<file path="config.mk">
export PLATFORM = sky130hd
export DESIGN_NAME = edge_list_parser
export DESIGN_NICKNAME = d
export VERILOG_FILES = /design/src/rtl/day11_pkg.sv /design/src/rtl/name_shifter.sv /design/src/rtl/edge_list_parser.sv
export SDC_FILE = /design/constraint.sdc
export NUM_CORES = 1
export LEC_CHECK = 0
export ABC_AREA = 1
export CAP_MARGIN = 20
export CELL_PAD_IN_SITES_DETAIL_PLACEMENT = 2
export CELL_PAD_IN_SITES_GLOBAL_PLACEMENT = 2
export CORE_AREA = 3 3 99 171
export CTS_CLUSTER_SIZE = 20
export DETAILED_ROUTE_END_ITERATION = 8
export DIE_AREA = 0 0 102 174
export GPL_ROUTABILITY_DRIVEN = 0
export GPL_TIMING_DRIVEN = 0
export PLACE_DENSITY_LB_ADDON = 0.1
export SETUP_SLACK_MARGIN = 0.4
export SLEW_MARGIN = 25
export SYNTH_ARGS = -nofsm -noshare
export SYNTH_HDL_FRONTEND = slang
export SYNTH_HIERARCHICAL = 1
export SYNTH_SLANG_ARGS = --single-unit
</file>
<file path="constraint.sdc">
create_clock -name tck -period 2.8 [get_ports tck]
set_input_delay 0.56 -clock tck [delete_from_list [all_inputs] [get_ports tck]]
set_output_delay 0.56 -clock tck [all_outputs]
set_load 0.1 [all_outputs]
</file>
<file path="src/rtl/day11_pkg.sv">
// Shared constants and types for the device-list parser.
// Names are three letters packed base-32, first letter in the MSBs.
package day11_pkg;
  localparam int NAME_CHARS  = 3;
  localparam int CHAR_BITS   = 5;
  localparam int NAME_W      = NAME_CHARS * CHAR_BITS;
  localparam int COUNT_WIDTH = 16;
  localparam int CNT_W       = $clog2(NAME_CHARS + 1);

  typedef logic [NAME_W-1:0] node_t;

  localparam logic [7:0] LF    = 8'h0A;
  localparam logic [7:0] CR    = 8'h0D;
  localparam logic [7:0] SPACE = 8'h20;
  localparam logic [7:0] COLON = 8'h3A;

  typedef enum logic [2:0] {
    S_LINE_START,
    S_SRC,
    S_COLON,
    S_DST,
    S_DONE,
    S_ERROR
  } parser_state_t;
endpackage

</file>
<file path="src/rtl/name_shifter.sv">
// Letter accumulator shared by the source and destination fields.
// clear together with shift starts a fresh name with this letter.
module name_shifter
  import day11_pkg::*;
(
  input  logic                 clk,
  input  logic                 rst,
  input  logic                 clear,
  input  logic                 shift,
  input  logic [CHAR_BITS-1:0] code,
  output node_t                name,
  output logic [CNT_W-1:0]     cnt,
  output logic                 full
);
  logic [NAME_W-CHAR_BITS-1:0] keep;

  assign keep = clear ? '0 : name[NAME_W-CHAR_BITS-1:0];
  assign full = (cnt == CNT_W'(NAME_CHARS));

  always_ff @(posedge clk) begin
    if (rst) begin
      name <= '0;
      cnt  <= '0;
    end else if (shift) begin
      name <= {keep, code};
      cnt  <= clear ? CNT_W'(1) : cnt + CNT_W'(1);
    end else if (clear) begin
      name <= '0;
      cnt  <= '0;
    end
  end
endmodule

</file>
<file path="src/rtl/edge_list_parser.sv">
// Parses "src: dst dst ...\n" lines into (src,dst) edge pulses.
// A blank line ends the input; any malformed byte parks the parser in ERROR.
module edge_list_parser
  import day11_pkg::*;
(
  input  logic                   tck,
  input  logic                   test_logic_reset,
  input  logic                   inbound_valid,
  input  logic [7:0]             inbound_byte,
  output logic                   edge_valid,
  output node_t                  edge_src,
  output node_t                  edge_dst,
  output logic                   end_of_input,
  output logic                   parse_error,
  output logic [COUNT_WIDTH-1:0] edge_count,
  output logic [COUNT_WIDTH-1:0] line_count
);
  parser_state_t        state, state_nxt;
  logic                 v, is_let, is_lf, is_sp, is_colon;
  logic [CHAR_BITS-1:0] code;
  logic [7:0]           ofs;
  logic                 shift, clear, latch_src, emit, line_inc;
  node_t                sh_name, src_q;
  logic [CNT_W-1:0]     sh_cnt;
  logic                 sh_full;

  // Carriage returns are dropped before the FSM ever sees them.
  assign v        = inbound_valid && (inbound_byte != CR);
  assign is_let   = (inbound_byte >= 8'h61) && (inbound_byte <= 8'h7A);
  assign is_lf    = (inbound_byte == LF);
  assign is_sp    = (inbound_byte == SPACE);
  assign is_colon = (inbound_byte == COLON);
  assign ofs      = inbound_byte - 8'h61;
  assign code     = ofs[CHAR_BITS-1:0];

  name_shifter u_shifter (
    .clk  (tck),
    .rst  (test_logic_reset),
    .clear(clear),
    .shift(shift),
    .code (code),
    .name (sh_name),
    .cnt  (sh_cnt),
    .full (sh_full)
  );

  always_ff @(posedge tck) begin
    if (test_logic_reset) state <= S_LINE_START;
    else                  state <= state_nxt;
  end

  always_comb begin
    state_nxt = state;
    if (v) begin
      case (state)
        S_LINE_START: state_nxt = is_let ? S_SRC : (is_lf ? S_DONE : S_ERROR);
        S_SRC:
          if (is_let && !sh_full)        state_nxt = S_SRC;
          else if (is_colon && sh_full)  state_nxt = S_COLON;
          else                           state_nxt = S_ERROR;
        S_COLON: state_nxt = is_sp ? S_DST : S_ERROR;
        S_DST:
          if ((is_let && !sh_full) || (is_sp && sh_full)) state_nxt = S_DST;
          else if (is_lf && sh_full)                      state_nxt = S_LINE_START;
          else                                            state_nxt = S_ERROR;
        default: state_nxt = state;
      endcase
    end
  end

  always_comb begin
    shift     = 1'b0;
    clear     = 1'b0;
    latch_src = 1'b0;
    emit      = 1'b0;
    line_inc  = 1'b0;
    if (v) begin
      case (state)
        S_LINE_START: if (is_let) begin shift = 1'b1; clear = 1'b1; end
        S_SRC: begin
          shift     = is_let && !sh_full;
          latch_src = is_colon && sh_full;
        end
        S_COLON: clear = is_sp;
        S_DST: begin
          shift    = is_let && !sh_full;
          emit     = (is_sp || is_lf) && sh_full;
          clear    = emit;
          line_inc = is_lf && sh_full;
        end
        default: ;
      endcase
    end
  end

  always_ff @(posedge tck) begin
    if (test_logic_reset) begin
      src_q      <= '0;
      edge_valid <= 1'b0;
      edge_src   <= '0;
      edge_dst   <= '0;
      edge_count <= '0;
      line_count <= '0;
    end else begin
      edge_valid <= emit;
      if (latch_src) src_q <= sh_name;
      if (emit) begin
        edge_src <= src_q;
        edge_dst <= sh_name;
        if (edge_count != '1) edge_count <= edge_count + COUNT_WIDTH'(1);
      end
      if (line_inc && line_count != '1) line_count <= line_count + COUNT_WIDTH'(1);
    end
  end

  assign end_of_input = (state == S_DONE);
  assign parse_error  = (state == S_ERROR);
endmodule

</file>
; ---- Word-level counts from Yosys, hierarchy flattened
; Cells that the tools add are included.
[classes]
n_eq_ne = 12
n_mux = 25
n_addsub = 4
reduce_logical = 17
magnitude_cmp = 2
[ops]
columns = cell, n
row1 = "16-bit by 1-bit adder with 16-bit output, second input constant", 2
row2 = "16-bit != test, second input constant", 2
row3 = 15-bit 2-to-1 mux, 2
row4 = 3-bit 2-to-1 mux, 6
row5 = "8-bit by 6-bit equality test with 1-bit output, second input constant", 2
row6 = 3-bit one-hot mux with 4 select lines, 1
row7 = 1-bit 2-to-1 mux, 10
row8 = 10-bit 2-to-1 mux, 1
row9 = "8-bit by 4-bit equality test with 1-bit output, second input constant", 1
row10 = "8-bit by 7-bit greater-or-equal comparator with 1-bit output, second input constant", 1
row11 = "8-bit by 7-bit less-or-equal comparator with 1-bit output, second input constant", 1
row12 = 1-bit logical AND, 8
row13 = "8-bit by 4-bit != test with 1-bit output, second input constant", 1
row14 = "3-bit by 2-bit equality test with 1-bit output, second input constant", 2
row15 = "3-bit equality test, second input constant", 2
row16 = 2-bit 2-to-1 mux, 3
row17 = "5-bit by 1-bit subtractor with 5-bit output, second input constant", 1
row18 = 2-bit AND reduction, 2
row19 = 4-bit nonzero test, 1
row20 = "3-bit by 1-bit equality test with 1-bit output, second input constant", 1
row21 = 3-bit logical NOT, 1
row22 = 1-bit one-hot mux with 3 select lines, 1
row23 = "2-bit by 1-bit adder with 2-bit output, second input constant", 1
row24 = "2-bit equality test, second input constant", 1
row25 = 5 further kinds, 6
[word_totals]
in_bits = 11
output_inout_bits = 65
wordCells = 69
reg_bits = 98

; ---- Longest topological paths before layout
[logic_depth]
word_depth = 7
mapped_depth = 15
mapped_depth_nobuf = 15

; ---- Modules after synthesis
; Netlist, hierarchy kept.
[by_module_without_submodules]
columns = module, instances, area_each_um2, seq_area_each_um2, cells_per_inst
row1 = edge_list_parser, 1, 3907.5, 1621.6, 563
row2 = name_shifter, 1, 742.0, 340.3, 79

; ---- Least setup slack after synthesis
; Ideal clock, no wire load.
[synth_timing]
kind = register to output
start = reg state[2]
end = out parse_error
path_stages_with_launch = 3
t_arrival_ns = 2.490
setup_slack_ns = -0.250
n_path_buf = 0
cell_sequence = dfxtp_1 inv_1 nor3_1
[synth_between]
elab_chain_cells = 1
[synth_lines]
columns = element, line
row1 = start: declaration, edge_list_parser.sv:18  ; parser_state_t state, state_nxt;
row2 = start signal: assignment, edge_list_parser.sv:49  ; else state <= state_nxt;
row3 = 3-bit equality test, edge_list_parser.sv:117  ; assign parse_error = (state == S_ERROR);
row4 = end: declaration, edge_list_parser.sv:14  ; output logic parse_error,
; Every way passes these cells.

; ---- Final worst setup path
[layout_timing]
start = reg line_count[2]
end = out line_count[2]
[layout_rtl]
columns = element, line
row1 = start: declaration, edge_list_parser.sv:16  ; output logic [COUNT_WIDTH-1:0] line_count
row2 = start signal: assignment, edge_list_parser.sv:112  ; if (line_inc && line_count != '1) line_count <= line_count + COUNT_WIDTH'(1);
; No word-level cell between the ends.

==> results.toml <==
[setup_path]
crit_arrival_ns = 1.73
crit_chain = "dlygate4sd2_1"
startpoint_type = "flip-flop"
reg2reg_depth = 9
path_class = "reg2out"
rrSetupSlack_ns = 0.74
reg2reg_from = "edge_count[0]"
crit_required_ns = 2.24
crit_fanout = 7
cp.depth = 1
rr_endpoint = "edge_count[0]"
critical-path-max-stage-delay_ns = 0.90
cp-end-kind = "output pin"
crit_family = "buffers and inverters"
cp_num_buf_inv = 1
slowest_stage = "dlygate4sd2_1"

[synthesis]
synth_ff_type = "dfxtp_1"
synth_enable_flop_cells = 0
synth_nets = 660
yosysUniqueCellTypes = 36
netlist_instances = 642
yosysWarnings = 6
postSynth.asyncResetShare_pct = 0
synth-seq-cells = 98
avgSynthCellArea_um2 = 7.24
synth_area_um2 = 4650
yosysSeqAreaShare_pct = 42.2

[placed_design]
placed_area_um2 = 5630
dpl.hpwl_um = 11800
portBuffers = 74

[floorplanning]
core_area_um2 = 15600
die_width_um = 102
ios = 76
initial_core_util_pct = 29.8
rows = 60
fp.dieArea_um2 = 17700
die-height_um = 174

[sta]
finalHoldViolCount = 0
finalCritPeriodShare_pct = 81.8
slew_violations = 0
skew_ns = 0.00530
worst_pin_slew_ns = 0.981
rsz0062_at_grt = "true"
setup_viol = 0
slew-limit-headroom_pct = 34.5
fmax_mhz = 437
layout_min_cycle_time_ns = 2.29

[route]
via_count = 4612
avgViaCountPerCell = 4.95
wl_per_cell_um = 16.6
wl_um = 15500
drcViolationCount = 0
first_pass_iters = 4
antenna_left = 0
drt_iter0_markers = 106

[clock_tree]
htree_levels = 3
numCtsBuffers = 9
cts_tree = "built"
clockBufferDepth = 2
clk_pin_slew_worst_paths_ns = 0.07
ctsHoldBuffers = 0
insertion_delay_ns = 0.34
cts.sinks = 98
root_buffer = "clkbuf_16"

[global_routing]
grt_pass1_vias = 5005
antenna_found_initial = 0
overflow = 0
grt_usage_pct = 17.8
grt_max_degree = 18
grt_pass1_wl_um = 25300

[min_path]
whs_path_depth = 2
hold_class = "reg2reg"
worstHoldStart = "edge_src[8]"
hold_path_end = "edge_src[8]"

[layout]
seqCellArea_um2 = 1970
final_util_pct = 39.5
final_common_cell = "nor2_1"
layout.nets = 758
multi_input_area_um2 = 2460
syn2layout_area_growth_pct = 32.6
nFillCells = 1829
final_cell_mix = "nor2_1 (142), dfxtp_1 (94), nand2_1 (90), nand3_1 (55), o21ai_0 (48)"
num_antenna_cells = 0
drive_gt1_share_pct = 14.4
final_area_um2 = 6160

[pwr]
power_leakage_nw = 2.89
fin_total_pwr_mw = 3.05
ir_worst_vdd_mv = 0.247
power.density_nw_per_um2 = 495

[flow_run]
maxCapViolations = 0

[outcome]
outcome = "complete, no violations"
==> synthesized netlist by cell type, types with 2 or more instances <==
cell type / count / area share (%)
nand3b_1: 2 / 0.32
clkbuf_1: 13 / 1.0
nor2_1: 144 / 12
xor2_1: 17 / 3.2
buf_2: 6 / 0.65
nor2_2: 4 / 0.54
buf_6: 3 / 0.73
o21ai_0: 48 / 5.2
nand4_1: 7 / 0.94
nor3_2: 2 / 0.43
a21oi_2: 11 / 2.1
dfxtp_1: 98 / 42
buf_4: 2 / 0.32
nand2_2: 15 / 2.0
a21oi_1: 35 / 3.8
nor3_4: 2 / 0.70
nand3_1: 57 / 6.1
ha_1: 7 / 1.9
xnor2_1: 4 / 0.75
nor3_1: 12 / 1.3
nand2_1: 94 / 7.6
inv_1: 44 / 3.6
inv_2: 2 / 0.16
==> cells by family (layout without fill, tap and decap cells) <==
logic type,Yosys count,in the layout,share of synthesized area (%)
buf+inv,72,175,7.00
xor+xnor,21,21,3.96
fa+ha+maj,7,7,1.88
simple gates,347,347,33.6
compound gates,97,97,11.4
flops,98,98,42.2
==> report_power, final <==
group          internal (mW)  leakage [nW]  total, mW  switching (mW)
sequential              1.40         0.792       1.40         0.00601
combinational         0.0589          1.92      0.175           0.116
clock                  0.884         0.172       1.47           0.586
total                   2.34          2.89       3.05           0.708
==> flip-flops by register name, summed over array words and instances (netlist names) <==
signal and flops:
line_count 16, edge_src 15, src_q 15, edge_valid 1
edge_count 16, u_shifter/name 15, u_shifter/cnt 2, state 3
edge_dst 15
==> how the worst max path moves through the flow <==
stage / startpoint / endpoint / slack [ns]
global placement: inbound_byte[0] / u_shifter/name[11] / -0.15
floorplan: line_count[2] / line_count[6] / 0.43
finish: line_count[2] / line_count[2] / 0.51
detailed placement: inbound_byte[0] / u_shifter/name[11] / -0.17
global route: inbound_byte[2] / u_shifter/name[9] / 0.39
CTS: state[1] / end_of_input / 0.32
==> stage by stage <==
| stage | setup TNS [ns] | worst slack [ns] | std cells | hold slack, ns |
|---|---|---|---|---|
| final | 0 | 0.509 | 931 | 0.480 |
| after global routing | 0 | 0.385 | 931 | 0.502 |
| after CTS | 0 | 0.322 | 922 | 0.486 |
| after detailed placement | -2.58 | -0.167 | 902 | 0.475 |
| after global placement | -2.09 | -0.149 | 902 | 0.450 |
| after floorplan | 0 | 0.433 | 642 | 0.443 |
==> area by class of cell <==
cell class,count,area share [%]
Buffer,26,2.62
Clock buffer,9,3.65
Clock inverter,7,2.01
Inverter,46,2.84
Multi-Input combinational cell,472,39.8
Sequential cell,98,31.9
Tap cell,186,3.78
Timing Repair Buffer,87,13.4
==> repair_timing <==
item                                    in CTS  in global routing
setup buffers                                4                  9
pin swaps                                    1                  9
gates resized for setup                     66                 38
endpoints found under the setup margin     100                 78
==> layer usage <==
| metal | vias to the layer above | part of all wire (%) | track usage (%) |
|---|---|---|---|
| met4 | 0 | 1.5 | 5.25 |
| met1 | 2254 | 39 | 19.3 |
| met3 | 17 | 2.2 | 2.45 |
| met2 | 65 | 57 | 34.4 |
| li1 | 2276 | - | - |
| met5 | - | 0 | 0 |
No activity file was read; power rests on OpenSTA's default activity.
==> variant 1: new RTL, config.mk and constraints unchanged <==
Remove the register `edge_valid`: a continuous assignment takes its place, so the output `edge_valid` follows one clock earlier.
--- a/src/rtl/edge_list_parser.sv
+++ b/src/rtl/edge_list_parser.sv
@@ -96,13 +96,11 @@
   always_ff @(posedge tck) begin
     if (test_logic_reset) begin
       src_q      <= '0;
-      edge_valid <= 1'b0;
       edge_src   <= '0;
       edge_dst   <= '0;
       edge_count <= '0;
       line_count <= '0;
     end else begin
-      edge_valid <= emit;
       if (latch_src) src_q <= sh_name;
       if (emit) begin
         edge_src <= src_q;
@@ -113,6 +111,8 @@
     end
   end
 
+  assign edge_valid = emit;
+
   assign end_of_input = (state == S_DONE);
   assign parse_error  = (state == S_ERROR);
 endmodule
Function: changed (a bounded check fails within 10 cycles, from zero or initial values and one cycle with test_logic_reset high).
==> variant 1 against the unedited design <==
Critical path type is now in2out; routed wire length grew 17%; count of clock-buffer cells in the layout stayed put; total power decreased by 3.7%; highest routed layer unchanged; die area did not move; largest power group is now sequential cells; cell count rose by 2.6%; area after synthesis shrank 0.46%; sequential cell count decreased by 1; via count increased by 4.4%; cell area grew 3.6%; worst setup slack worse by 0.28 ns.
==> variant 1: results (changes against the unedited design) <==
[outcome]
status = complete, no violations

[synth]
synth_top_cells_by_area = dfxtp_1, nor2_1, nand2_1, nand3_1, o21ai_0
synth_common_cells = nor2_1, dfxtp_1, nand2_1, nand3_1, o21ai_0
synth_cell_types = 34  ; -5.6%
syn-num-nets = 655  ; -0.76%
postSynth.asyncResetShare_pct = 0  ; unchanged
ys_warn_count = 6  ; unchanged
synthFlopType = dfxtp_1
yosysSeqAreaShare_pct = 41.96  ; -0.24 points

[clock_tree]
clock_path_buffers = 2  ; unchanged
htree_levels = 3  ; unchanged
clk_latency_ns = 0.35
cts_root_buffer = clkbuf_16
clkTransAtPathRegs_ns = 0.08
cts_buffers = 9  ; unchanged

[layout]
top_regs = edge_count x16, line_count x16
drive_above_1_share_pct = 20.03  ; +5.7 points
fillerInstances = 1892  ; +3.4%
antenna_cells = 0  ; unchanged
fin_nets = 782  ; +3.2%

[power_and_ir_drop]
worst_ir_drop_vdd_mv = 0.2441  ; -1.1%
power_leakage_nw = 3.001  ; +3.9%

[routing]
viasPerCell = 5.041  ; +1.8%
drt_iter0_markers = 157  ; +48%
drtPass1Iterations = 5  ; +1
avgRoutedWirePerCell_um = 18.98  ; +14%

[place]
place_area_mm2 = 0.005609  ; -0.42%
dpl.hpwl_mm = 12.68  ; +7.6%
port_buffers = 74  ; unchanged
pre_cts_ws_ns = -1.431  ; -1.264 ns

[global_routing]
antenna_found_initial = 0  ; unchanged
grt_pass1_wl_mm = 28.00  ; +11%
grt_pass1_vias = 5316  ; +6.2%
grt_usage_pct = 19.85  ; +2.0 points
grt_max_degree = 19  ; +1

[critical_path]
critPathMaxFanout = 5  ; -2
crit_arrival_ns = 2.01  ; +0.28 ns

[sta]
slew_headroom_pct = 33.47  ; -1.0 points
fin_skew_ns = 0.01254  ; +0.007240 ns
fmax_mhz = 388.5  ; -11%

[worst_hold_path]
hold_class = reg2reg

variant 1: cell types whose count changed after synthesis, sizes merged, moves of 2 or more:
cell,delta
nor3,+4
xnor2,+2
inv,+2
nand3,-3
nor3b,+2
nor2,-19
nand4,+2
o21ai,+5
variant 1: critical path, cell delays in order:
cell     delay [ns]
buf_2          0.16
nor2_4         0.15
nand2_1        0.14
nor2_4         0.14
nand2_2        0.07
buf_4          0.13
nand2_2        0.07
nand2_2        0.08
nor2_4         0.13
buf_6          0.12
buf_8          0.10
buf_12         0.16
variant 1: layout make-up:
| class | count | area (um^2) | share of cell area [%] |
|---|---|---|---|
| inverters | 48 | 182.7 | 2.862 |
| clock inverters | 7 | 83.83 | 1.313 |
| clock buffers | 9 | 225.2 | 3.528 |
| well taps | 186 | 232.7 | 3.646 |
| repair buffers | 116 | 1045 | 16.37 |
| flip-flops and latches | 97 | 1949 | 30.54 |
| plain buffers | 26 | 177.7 | 2.783 |
| multi-input cells | 466 | 2487 | 38.97 |
variant 1: repair_timing:
item                                    4_1_cts  5_1_grt
pin swaps                                     7       15
endpoints found under the setup margin      126       75
hold endpoints to repair                      0        0
setup buffers                                23       19
resized for setup                            86       73
variant 1: cells by family (layout without fill, tap and decap cells):
logic type               Yosys count  in the layout  share of synthesized area [%]
XOR/XNOR                          24             24                          4.542
AO/OA/AOI/OAI                    102            102                          12.17
flip-flops                        97             97                          41.96
buffers and inverters             74            206                          7.542
AND/OR/NAND/NOR                  333            333                          31.90
adder cells (fa/ha/maj)            7              7                          1.892
variant 1: final timing paths:
check | from | endpoint | slack (ns) | depth (start not counted)
max | inbound_byte[2] | edge_valid | 0.23 | 12
min | src_q[1] | edge_src[1] | 0.50 | 2
max reg2reg | u_shifter/cnt[0] | state[2] | 0.39 | 17
min reg2reg | src_q[1] | edge_src[1] | 0.50 | 2
variant 1: layer usage:
metal / up-vias / part of all wire, % / global-route usage, %
li1: 2321 / - / -
met1: 2398 / 37 / 20.51
met2: 71 / 59 / 40.31
met3: 24 / 2.1 / 2.249
met4: 0 / 2.0 / 4.762
met5: - / 0 / 0
variant 1: power by group:
| group | total, mW | switching (mW) | leakage [nW] | internal (mW) |
|---|---|---|---|---|
| combinational | 0.218 | 0.142 | 2.06 | 0.0764 |
| sequential | 1.40 | 0.0119 | 0.785 | 1.38 |
| clock | 1.32 | 0.605 | 0.155 | 0.715 |
variant 1: metrics by stage:
stage | hold slack, ns | cells
after floorplan | 0.4427 | 637
after global placement | 0.4524 | 897
after detailed placement | 0.4689 | 897
after CTS | 0.4799 | 936
after global routing | 0.5182 | 955
final | 0.4951 | 955
==> variant 2: new RTL, same flow settings <==
Made on the original files. Set the package constant `CHAR_BITS` to 7 (it was 5).
--- a/src/rtl/day11_pkg.sv
+++ b/src/rtl/day11_pkg.sv
@@ -2,7 +2,7 @@
 // Names are three letters packed base-32, first letter in the MSBs.
 package day11_pkg;
   localparam int NAME_CHARS  = 3;
-  localparam int CHAR_BITS   = 5;
+  localparam int CHAR_BITS   = 7;
   localparam int NAME_W      = NAME_CHARS * CHAR_BITS;
   localparam int COUNT_WIDTH = 16;
   localparam int CNT_W       = $clog2(NAME_CHARS + 1);
Interface: changed (resized edge_dst and edge_src); port bits go from 76 to 88. The function was not compared with the original's and may differ.
==> variant 2 against the unedited design <==
Routed wire length increased by 39%; highest routed layer unchanged; area after synthesis increased by 18%; cell area increased by 18%; sequential share of layout area increased by 1.9 points; total power increased by 37%; sequential cell count increased by 24; synthesized cell count increased by 18%; worst setup slack got worse by 0.098 ns.
==> variant 2: results (changes against the unedited design) <==
[worst_hold_path]
holdPathEnd = edge_src[5]
holdCritStartpoint = edge_src[5]
min_path_cells = 2  ; unchanged

[clock_tree]
htree_levels = 4  ; +1
cts_root_buffer = clkbuf_16
clk_latency_ns = 0.41  ; +0.07 ns
cts_buffers = 17  ; +8

[critical_path]
reg2reg_depth = 8  ; -1
rrSetupSlack_ns = 0.63  ; -0.11 ns
endpoint = u_shifter/name[0]
crit_path_max_incr_delay_ns = 0.30  ; -0.60 ns
r2r_end = line_count[11]
crit_arrival_ns = 2.65  ; +0.92 ns
cpLargestDelayFamily = simple AND/OR/NAND/NOR gates
r2r_start = line_count[0]
worstSetupStartpoint = inbound_byte[0]
crit_path_top_delay_cell = or2_2

[synth]
yosysSeqAreaShare_pct = 44.68  ; +2.5 points
ys_warn_count = 6  ; unchanged
synth_cell_types = 34  ; -5.6%
synth_common_cells = nor2_1, nand2_1, dfxtp_1, o21ai_0, nand3_1
syn_inst = 755  ; +18%
synth_top_cells_by_area = dfxtp_1, nor2_1, nand2_1, o21ai_0, nand3_1
syn-num-nets = 772  ; +17%

[sta]
tightest_slew_ns = 0.9947  ; +0.01341 ns
maxSlewViolCount = 0  ; unchanged
fin_hold_ws_ns = 0.4819  ; +0.001614 ns
fin_skew_ns = 0.01219  ; +0.006894 ns

[power_and_ir_drop]
power_leakage_nw = 3.166  ; +9.6%
worst_ir_drop_vdd_mv = 0.4408  ; +79%

[routing]
wl_mm = 21.60  ; +39%
viasPerCell = 5.375  ; +8.5%
drtPass1Iterations = 5  ; +1

[global_routing]
grt_pass1_vias = 6335  ; +27%
grt_usage_pct = 24.26  ; +6.4 points
grt_max_degree = 17  ; -1
grt_pass1_wl_mm = 33.78  ; +33%
antenna_found_initial = 0  ; unchanged

[layout]
fillerInstances = 1840  ; +0.60%
fin_nets = 892  ; +18%
final_util_pct = 46.39  ; +6.9 points
instances_no_fill = 1072  ; +15%

[place]
pre_cts_ws_ns = -0.3591  ; -0.1924 ns
post-place-cells = 1028  ; +14%
port_buffers = 87  ; +18%
dpl.hpwl_mm = 14.90  ; +27%
place_area_mm2 = 0.006580  ; +17%

[outcome]
status = complete, no violations

[variant 2: power breakdown]
part | switching [mW] | internal (mW)
clock | 0.817 | 1.41
combinational | 0.135 | 0.0594
sequential | 0.0121 | 1.74
total | 0.965 | 3.21
[variant 2: area by class of cell]
cell class / count / area share [%]
Multi-Input combinational cell: 558 / 37.69
Sequential cell: 122 / 33.78
Timing Repair Buffer: 101 / 12.18
Clock buffer: 19 / 6.114
Tap cell: 186 / 3.212
Buffer: 36 / 2.971
Clock inverter: 11 / 2.038
Inverter: 39 / 2.021
[variant 2: repair_timing]
item | CTS | global route
endpoints found under the setup margin | 187 | 92
setup buffers | 4 | 9
cloned | 0 | 1
pin swaps | 3 | 8
resized for setup | 89 | 32
[variant 2: metal layers]
metal / up-vias / share of wire, % / global-route usage (%)
met5: - / 0 / 0
met4: 0 / 4.1 / 11.55
met3: 57 / 3.3 / 4.056
met2: 148 / 56 / 45.14
met1: 2855 / 37 / 25.47
li1: 2702 / - / -
[variant 2: worst reg2reg max path: cells and delay by family, from the launching register on]
kind                       cells  cell delay [ns]
DFF                            1             0.40
AOI/OAI and AO/OA              1             0.16
and+or+nand+nor                5             1.02
buffers and inverters          1             0.26
adders and majority gates      1             0.26
[variant 2: logic make-up (layout without fill, tap and decap cells)]
kind of cell / Yosys count / in the layout / share of synthesized area [%]
DFF: 122 / 122 / 44.68
buffers and inverters: 75 / 206 / 6.226
AOI/OAI and AO/OA: 131 / 131 / 12.38
and+or+nand+nor: 393 / 393 / 30.85
xor gates and xnor gates: 28 / 28 / 4.486
adders and majority gates: 6 / 6 / 1.373
